[config.mk]
export PLATFORM = sky130hd
export DESIGN_NAME = subtractor_16bit_seq
export DESIGN_NICKNAME = d
export VERILOG_FILES = /design/src/rtl/subtractor_16bit_seq.sv
export SDC_FILE = /design/constraint.sdc
export NUM_CORES = 1
export LEC_CHECK = 0
export ABC_AREA = 1
export ABC_CLOCK_PERIOD_IN_PS = 3400
export CAP_MARGIN = 10
export CORE_MARGIN = 5
export CORE_UTILIZATION = 55
export CTS_BUF_LIST = sky130_fd_sc_hd__clkbuf_4 sky130_fd_sc_hd__clkbuf_8
export CTS_CLUSTER_SIZE = 10
export DETAILED_ROUTE_END_ITERATION = 7
export GPL_TIMING_DRIVEN = 0
export PLACE_DENSITY_LB_ADDON = 0.05
export SYNTH_ARGS = -nofsm -noshare
export SYNTH_HDL_FRONTEND = slang
export SYNTH_SLANG_ARGS = --single-unit
[constraint.sdc]
create_clock -name clk -period 3.4 [get_ports clk]
set_clock_uncertainty 0.2 [all_clocks]
set_input_delay 0.68 -clock clk [delete_from_list [all_inputs] [get_ports clk]]
set_output_delay 0.68 -clock clk [all_outputs]
set_load 0.1 [all_outputs]
[src/rtl/subtractor_16bit_seq.sv]
// Multi-cycle 16-bit subtractor: DIFF = A - B - Bin, with borrow out (Bo) and signed overflow (V).
// Processes CHUNK bits per clock through a registered borrow chain, so the carry path spans only
// CHUNK bits. Valid/ready handshakes on both sides.
//
// Ports:
//   clk, rst_n           clock, asynchronous active-low reset
//   A, B, Bin            operands, sampled only on the input handshake (in_valid & in_ready)
//   in_valid, in_ready   input handshake; in_ready is a pure decode of the state register
//   DIFF, Bo, V          result registers; change only on the edge that raises out_valid
//   out_valid, out_ready output handshake
module subtractor_16bit_seq #(
  parameter int unsigned CHUNK = 4  // legal: 1, 2, 4, 8, 16
) (
  input  logic        clk,
  input  logic        rst_n,
  input  logic [15:0] A,
  input  logic [15:0] B,
  input  logic        Bin,
  input  logic        in_valid,
  output logic        in_ready,
  output logic [15:0] DIFF,
  output logic        Bo,
  output logic        V,
  output logic        out_valid,
  input  logic        out_ready
);

  localparam int unsigned N     = 16 / CHUNK;
  localparam int unsigned StepW = (N > 1) ? $clog2(N) : 1;

  typedef enum logic [1:0] {StIdle, StBusy, StDone} state_e;

  state_e             state_q, state_d;
  logic [15:0]        a_q, a_d;
  logic [15:0]        b_q, b_d;
  logic [15:0]        wdiff_q, wdiff_d;
  logic               borrow_q, borrow_d;
  logic [StepW-1:0]   step_q, step_d;
  logic [15:0]        diff_q, diff_d;
  logic               bo_q, bo_d;
  logic               v_q, v_d;

  logic [CHUNK-1:0]   a_chunk, b_chunk;
  logic [CHUNK:0]     chunk_res;
  logic [15:0]        wdiff_next;
  logic               last_step;

  // One chunk of the borrow chain. With a zero-extended (CHUNK+1)-bit subtraction the top bit
  // is set exactly when the chunk result went negative, i.e. it is the chunk's borrow out.
  always_comb begin
    a_chunk    = a_q[step_q*CHUNK +: CHUNK];
    b_chunk    = b_q[step_q*CHUNK +: CHUNK];
    chunk_res  = {1'b0, a_chunk} - {1'b0, b_chunk} - {{CHUNK{1'b0}}, borrow_q};
    wdiff_next = wdiff_q;
    wdiff_next[step_q*CHUNK +: CHUNK] = chunk_res[CHUNK-1:0];
    last_step  = (step_q == StepW'(N - 1));
  end

  always_comb begin
    state_d  = state_q;
    a_d      = a_q;
    b_d      = b_q;
    wdiff_d  = wdiff_q;
    borrow_d = borrow_q;
    step_d   = step_q;
    diff_d   = diff_q;
    bo_d     = bo_q;
    v_d      = v_q;

    unique case (state_q)
      StIdle: begin
        if (in_valid) begin
          a_d      = A;
          b_d      = B;
          borrow_d = Bin;
          step_d   = '0;
          wdiff_d  = '0;
          state_d  = StBusy;
        end
      end
      StBusy: begin
        wdiff_d  = wdiff_next;
        borrow_d = chunk_res[CHUNK];
        step_d   = step_q + StepW'(1);
        if (last_step) begin
          diff_d  = wdiff_next;
          bo_d    = chunk_res[CHUNK];
          // Borrow-in XOR borrow-out of bit 15, expressed through the sign bits: overflow
          // only when operand signs differ and the result sign differs from A.
          v_d     = (a_q[15] ^ b_q[15]) & (wdiff_next[15] ^ a_q[15]);
          state_d = StDone;
        end
      end
      StDone: begin
        if (out_ready) state_d = StIdle;
      end
      default: state_d = StIdle;
    endcase
  end

  always_ff @(posedge clk or negedge rst_n) begin
    if (!rst_n) begin
      state_q  <= StIdle;
      a_q      <= '0;
      b_q      <= '0;
      wdiff_q  <= '0;
      borrow_q <= 1'b0;
      step_q   <= '0;
      diff_q   <= '0;
      bo_q     <= 1'b0;
      v_q      <= 1'b0;
    end else begin
      state_q  <= state_d;
      a_q      <= a_d;
      b_q      <= b_d;
      wdiff_q  <= wdiff_d;
      borrow_q <= borrow_d;
      step_q   <= step_d;
      diff_q   <= diff_d;
      bo_q     <= bo_d;
      v_q      <= v_d;
    end
  end

  assign in_ready  = (state_q == StIdle);
  assign out_valid = (state_q == StDone);
  assign DIFF      = diff_q;
  assign Bo        = bo_q;
  assign V         = v_q;

endmodule

==> After elaboration in Yosys (flattened, before gate mapping) <==
Cells that the tools add are included.
{ "op_classes": {"addsub": 4, "eq_ne": 6, "shift": 4, "mux": 11, "bitwise_logic": 3, "reduce_logical": 6} }
{ "ops": {"columns": ["cell", "count"], "rows": [
  ["4-bit negator with 34-bit output", 1],
  ["4-bit by 34-bit variable shift with 16-bit output (first input constant)", 1],
  ["4-bit by 34-bit variable part select with 16-bit output", 1],
  ["16-bit case mux with 2 select lines", 1],
  ["16-bit by 5-bit variable part select with 4-bit output", 2],
  ["16-bit bitwise mux", 1],
  ["16-bit 2-to-1 mux", 1],
  ["2-bit 2-to-1 mux", 4],
  ["2-bit case mux with 3 select lines", 1],
  ["2-bit AND reduction", 3],
  ["4-bit by 4-bit subtractor with 5-bit output", 1],
  ["5-bit by 1-bit subtractor with 5-bit output", 1],
  ["2-bit equality test (second input constant)", 2],
  ["2-bit != test (second input constant)", 2],
  ["2-bit case mux with 2 select lines", 1],
  ["3-bit AND reduction", 1],
  ["2-bit by 1-bit adder with 2-bit output (second input constant)", 1],
  ["2-bit by 1-bit equality test with 1-bit output (second input constant)", 1],
  ["2-bit logical NOT", 1],
  ["2-bit by 1-bit != test with 1-bit output (second input constant)", 1],
  ["1-bit case mux with 2 select lines", 1],
  ["2-bit nonzero test", 1],
  ["1-bit bitwise XOR", 2],
  ["1-bit AND", 1],
  ["1-bit 2-to-1 mux", 1]
]} }
{ "totals": {"ff_bits": 71, "inputBits": 37, "out_inout_bits": 20, "wordCells": 43} }

==> Logic depth before layout (Yosys ltp) <==
{ "logic_depth": {"word_depth": 7, "mapped_depth": 17, "ltp_nobuf": 16} }

==> Least setup slack after synthesis <==
Ideal clock, no wire load.
{ "synth_path": {"kind": "reg-to-reg", "from": "reg state_q[0]", "to": "reg wdiff_q[12]", "setup_ns": 0.141, "t_arrival_ns": 2.586, "t_required_ns": 3.059, "path_slack_ns": 0.473, "stages_incl_launch_ff": 6, "path_buffers": 1, "synth_period_minus_slack_ns": 2.927, "cell_sequence": "dfrtp_1 > nor2_1 > nand2_2 > nand2_1 > buf_2 > o22ai_1"} }
{ "synth_via": {"elab_chain_len": 3, "word_cells_on_any_way": 6, "cone_classes": "eq/ne (2); mux (1); reduce/logical (3)"} }
{ "synth_rtl": {"columns": ["item", "line", "text"], "rows": [
  ["start: declaration", "33", "state_e state_q, state_d;"],
  ["start signal: assignment", "103", "state_q <= StIdle;"],
  ["start signal: assignment", "113", "state_q <= state_d;"],
  ["2-bit logical NOT *", null, null],
  ["net in_ready", "20", "output logic in_ready,"],
  ["2-bit != test (no source line) or 2-bit nonzero test (tied branches)", null, null],
  ["2-bit AND reduction (no source line)", null, null],
  ["end signal: assignment", "116", "wdiff_q <= wdiff_d;"],
  ["end: declaration", "36", "logic [15:0] wdiff_q, wdiff_d;"]
]} }
Mark *: on every way through the listed nets, which the timed path passes. The rest lies on a longest branch.
A chain may end at the register's enable or synchronous reset.

==> Worst setup path after layout <==
{ "layout_path": {"from": "reg step_q[0]", "to": "reg diff_q[13] (netlist: DIFF[13])"} }
{ "layout_via": {"elab_chain_len": 5, "word_cells_on_any_way": 10, "cone_classes": "add/sub (3); eq/ne (1); shift (4); mux (1); reduce/logical (1)"} }
{ "layout_rtl": {"columns": ["item", "line", "text"], "rows": [
  ["start: declaration", "38", "logic [StepW-1:0] step_q, step_d;"],
  ["start signal: assignment", "118", "step_q <= step_d;"],
  ["16-bit by 5-bit variable part select with 4-bit output, on equally long branches", "51, 52", null],
  ["4-bit by 4-bit subtractor with 5-bit output", "53", "chunk_res = {1'b0, a_chunk} - {1'b0, b_chunk} - {{CHUNK{1'b0}}, borrow_q};"],
  ["5-bit by 1-bit subtractor with 5-bit output", "53", null],
  ["4-bit by 34-bit variable part select with 16-bit output", "55", "wdiff_next[step_q*CHUNK +: CHUNK] = chunk_res[CHUNK-1:0];"],
  ["16-bit bitwise mux", "55", null],
  ["end signal: assignment", "119", "diff_q <= diff_d;"],
  ["end: declaration", "39", "logic [15:0] diff_q, diff_d;"]
]} }
Several ways; a longest one is shown, not always the timed one.

==> flow_summary_export.csv <==
group,metric,value,unit
grt,grt_use_total,21.5,%
sta,timing.final.setup_violations,0,
yosys,post_synth_num_cell_types,28,
cells_and_area,finalNonFillerCells,508,
grt,first_global_vias,2629,
yosys,synth_edf_count,0,
sta,worstMarginPinSlew,0.971,ns
sta,fmaxAchievable,312,MHz
cells_and_area,n_antenna_cell,0,
critical_path,cp_cell_instances,"inv_1, buf_4, buf_6, nand2_1, a32o_1, fa_1, inv_1, fa_1, nor2_1, inv_1, nor2_1, inv_1, o22ai_1, inv_1, o21ai_0",
critical_path,cp.arrival,3.28,ns
cells_and_area,design_area,0.00427,sq mm
route,drc,0,
die,fp.dieArea,0.00784,sq mm
route,total_vias_in_the_final_route,2703,
yosys,synthesis.area,0.00339,sq mm
sta,final_period_minus_worst_setup_slack,3.20,ns
sta,finalHoldViolations,0,
die,core,0.00596,sq mm
die,num_rows,28,
clock_network,cts_made_buffers,9,
sta,max_slew_margin,35.0,%
critical_path,timing.critical_path.buf_inv,7,
critical_path,critical_path_depth,15,
critical_path,timing.critical_path.max_delay_family,"adder cells",
clock_network,hold_buffers,0,
yosys,synthesized_area_per_cell,9.48,sq um
critical_path,r2r_worst_path_depth,15,
grt,pin_count_of_the_biggest_net_entering_global_routing,72,
clock_network,cts_tree,"built",
yosys,yosys_warnings,0,
run,cap_violations,0,
run_status,outcome,"finished, final reports clean",
placed_design,place_hpwl,5.48,mm
yosys,synth_instances,358,
route,postRouteWirelength,7.60,mm
critical_path,critical-path-top-cell-by-count,"sky130_fd_sc_hd__inv_1",
yosys,ys_async_sr_fraction,100,%
critical_path,cp.required,3.47,ns
sta,rsz0062_at_grt,"no",
clock_network,cts-root-to-sink-buffers,2,
route,routed_wire_length_per_instance,15.0,microns
yosys,main_synth_ff_type,"sky130_fd_sc_hd__dfrtp_1",
yosys,ys_top_cells_by_count,"83 x sky130_fd_sc_hd__nand2_1, 71 x sky130_fd_sc_hd__dfrtp_1, 48 x sky130_fd_sc_hd__inv_1",
critical_path,worst_setup_path_start_kind,"flip-flop",
route,initialDrtViolationCount,135,
cells_and_area,drive_above_1_share,16.4,%
clock_network,cts_root_buf,"sky130_fd_sc_hd__clkbuf_8",
cells_and_area,layout-area-overhead-vs-synth,25.8,%
grt,grt_pass1_wl,12.8,mm
die,start_util,57.0,%
route,detail_route.vias_per_cell,5.32,
placed_design,dp_cells,489,
die,chipWidth,88.6,microns
critical_path,crit_path_kind,"reg2reg",
critical_path,crit_fanout,12,
clock_network,clk_transition_reported_paths,0.09,ns
die,die_y,88.6,microns
min_path,hp-class,"in2async",
grt,initial_antenna_violation_count,0,
die,ioPinCount,57,
clock_network,worst_skew_pair_later_pin_latency,0.36,ns
cells_and_area,num-nets-final,477,
critical_path,slowest_stage,"sky130_fd_sc_hd__dfrtp_2",
yosys,netlist_top_cells_area,"sky130_fd_sc_hd__dfrtp_1 52%, sky130_fd_sc_hd__mux2_2 10%, sky130_fd_sc_hd__nand2_1 9.2%",
grt,grt_overflow_total,0,
clock_network,clk_sink_count,71,
yosys,yosys_register_bits,71,
critical_path,slowest_delay,0.47,ns
clock_network,cts.htree.levels,3,
placed_design,routabilityCongestion,0.898,
critical_path,cp-end-kind,"flip-flop",
yosys,yosysSeqAreaShare,52.3,%
yosys,yosys.area.top_type,"sky130_fd_sc_hd__dfrtp_1",
yosys,synth.net_count,407,
route,firstDrtPassIters,4,
yosys,synth_largest_type_area_fraction,52.3,%
sta,timing.final.max_slew_violations,0,
placed_design,placed_cell_area,0.00405,sq mm
yosys,synthMostInstantiatedCell,"sky130_fd_sc_hd__nand2_1",
route,route.antenna.remaining_nets,0,
sta,min_period_over_period,94.2,%
placed_design,place.port_buffers,56,
## area by class of cell
cell class / instances / area, sq um
clock inverters: 6 / 45.0
flip-flops and latches: 71 / 1780
clock buffers: 10 / 138
well taps: 75 / 93.8
plain buffers: 13 / 78.8
repair buffers: 60 / 588
inverters: 50 / 191
multi-input cells: 223 / 1360
fillers: 482 / 1690
## sequential cells by signal (all words and copies together) (netlist names)
register / flops
Bo: 1
borrow_q: 1
state_q: 2
step_q: 2
b_q: 16
a_q: 16
DIFF: 16
V: 1
wdiff_q: 16
## stage by stage
stage               hold WS, ns  setup slack (ns)  util, %  TNS [ns]
finish                    0.223             0.196     71.7         0
global route              0.307            0.0244     71.7         0
CTS                       0.265            0.0395     71.0         0
detailed placement        0.269           -0.0149     67.9   -0.0149
global placement          0.261            -0.955     68.0    -67.49
floorplan                 0.184             0.473        -         0
## worst paths after layout
check / startpoint / slack (ns) / end
worst max-delay path: step_q[0]$_DFFE_PN0P_ / 0.20 / DIFF[13]$_DFFE_PN0P_
worst min-delay path: rst_n / 0.22 / DIFF[0]$_DFFE_PN0P_
worst max register to register: step_q[0]$_DFFE_PN0P_ / 0.20 / DIFF[13]$_DFFE_PN0P_
worst min register to register: DIFF[4]$_DFFE_PN0P_ / 0.29 / DIFF[4]$_DFFE_PN0P_
max in group asynchronous: rst_n / 2.17 / step_q[0]$_DFFE_PN0P_
min in group clk: DIFF[4]$_DFFE_PN0P_ / 0.29 / DIFF[4]$_DFFE_PN0P_
## cells by family (layout without fill, tap and decap cells)
family / after synthesis / after routing / synth area share, %
simple gates: 116 / 116 / 13.9
mux: 30 / 30 / 9.95
xor+xnor: 2 / 2 / 0.516
compound gates: 63 / 63 / 10.7
fa+ha+maj: 12 / 12 / 4.87
flops: 71 / 71 / 52.3
buf+inv: 64 / 139 / 7.70
## cell usage in the layout (no fill, tap or decap), types with 2 or more instances in the layout
cell type                         netlist  layout
sky130_fd_sc_hd__buf_4                  1       7
sky130_fd_sc_hd__a21oi_1                7       7
sky130_fd_sc_hd__nand2_2                3       3
sky130_fd_sc_hd__o22ai_1               24      24
sky130_fd_sc_hd__dfrtp_1               71      70
sky130_fd_sc_hd__nand3_1                4       4
sky130_fd_sc_hd__ha_1                  10      10
sky130_fd_sc_hd__clkinvlp_4             0       4
sky130_fd_sc_hd__buf_2                  8       6
sky130_fd_sc_hd__nand3_2                2       2
sky130_fd_sc_hd__buf_6                  1       2
sky130_fd_sc_hd__clkbuf_8               0      10
sky130_fd_sc_hd__nor2_1                19      19
sky130_fd_sc_hd__fa_1                   2       2
sky130_fd_sc_hd__a32o_1                 2       2
sky130_fd_sc_hd__clkbuf_1               4       3
sky130_fd_sc_hd__mux2_2                30      30
sky130_fd_sc_hd__inv_2                  2       2
sky130_fd_sc_hd__inv_1                 48      47
sky130_fd_sc_hd__nor3_1                 2       2
sky130_fd_sc_hd__o21ai_0               27      26
sky130_fd_sc_hd__nand2_1               83      83
sky130_fd_sc_hd__clkdlybuf4s50_1        0      55
## timing repair
item	CTS	global route
buffers inserted	0	4
gates resized for setup	1	6
endpoints found under the setup margin	1	6
hold endpoints to repair	0	0
## routing by layer
| layer | GRT usage [%] | part of all wire [%] |
|---|---|---|
| met3 | 5.59 | 5.6 |
| met4 | 7.97 | 1.3 |
| met1 | 27.8 | 41 |
| met2 | 35.0 | 52 |
| met5 | 0 | 0 |
Power is left out: the tool's default activity adds up to more than one toggle a clock period on the data nets, which glitch-free logic cannot reach.
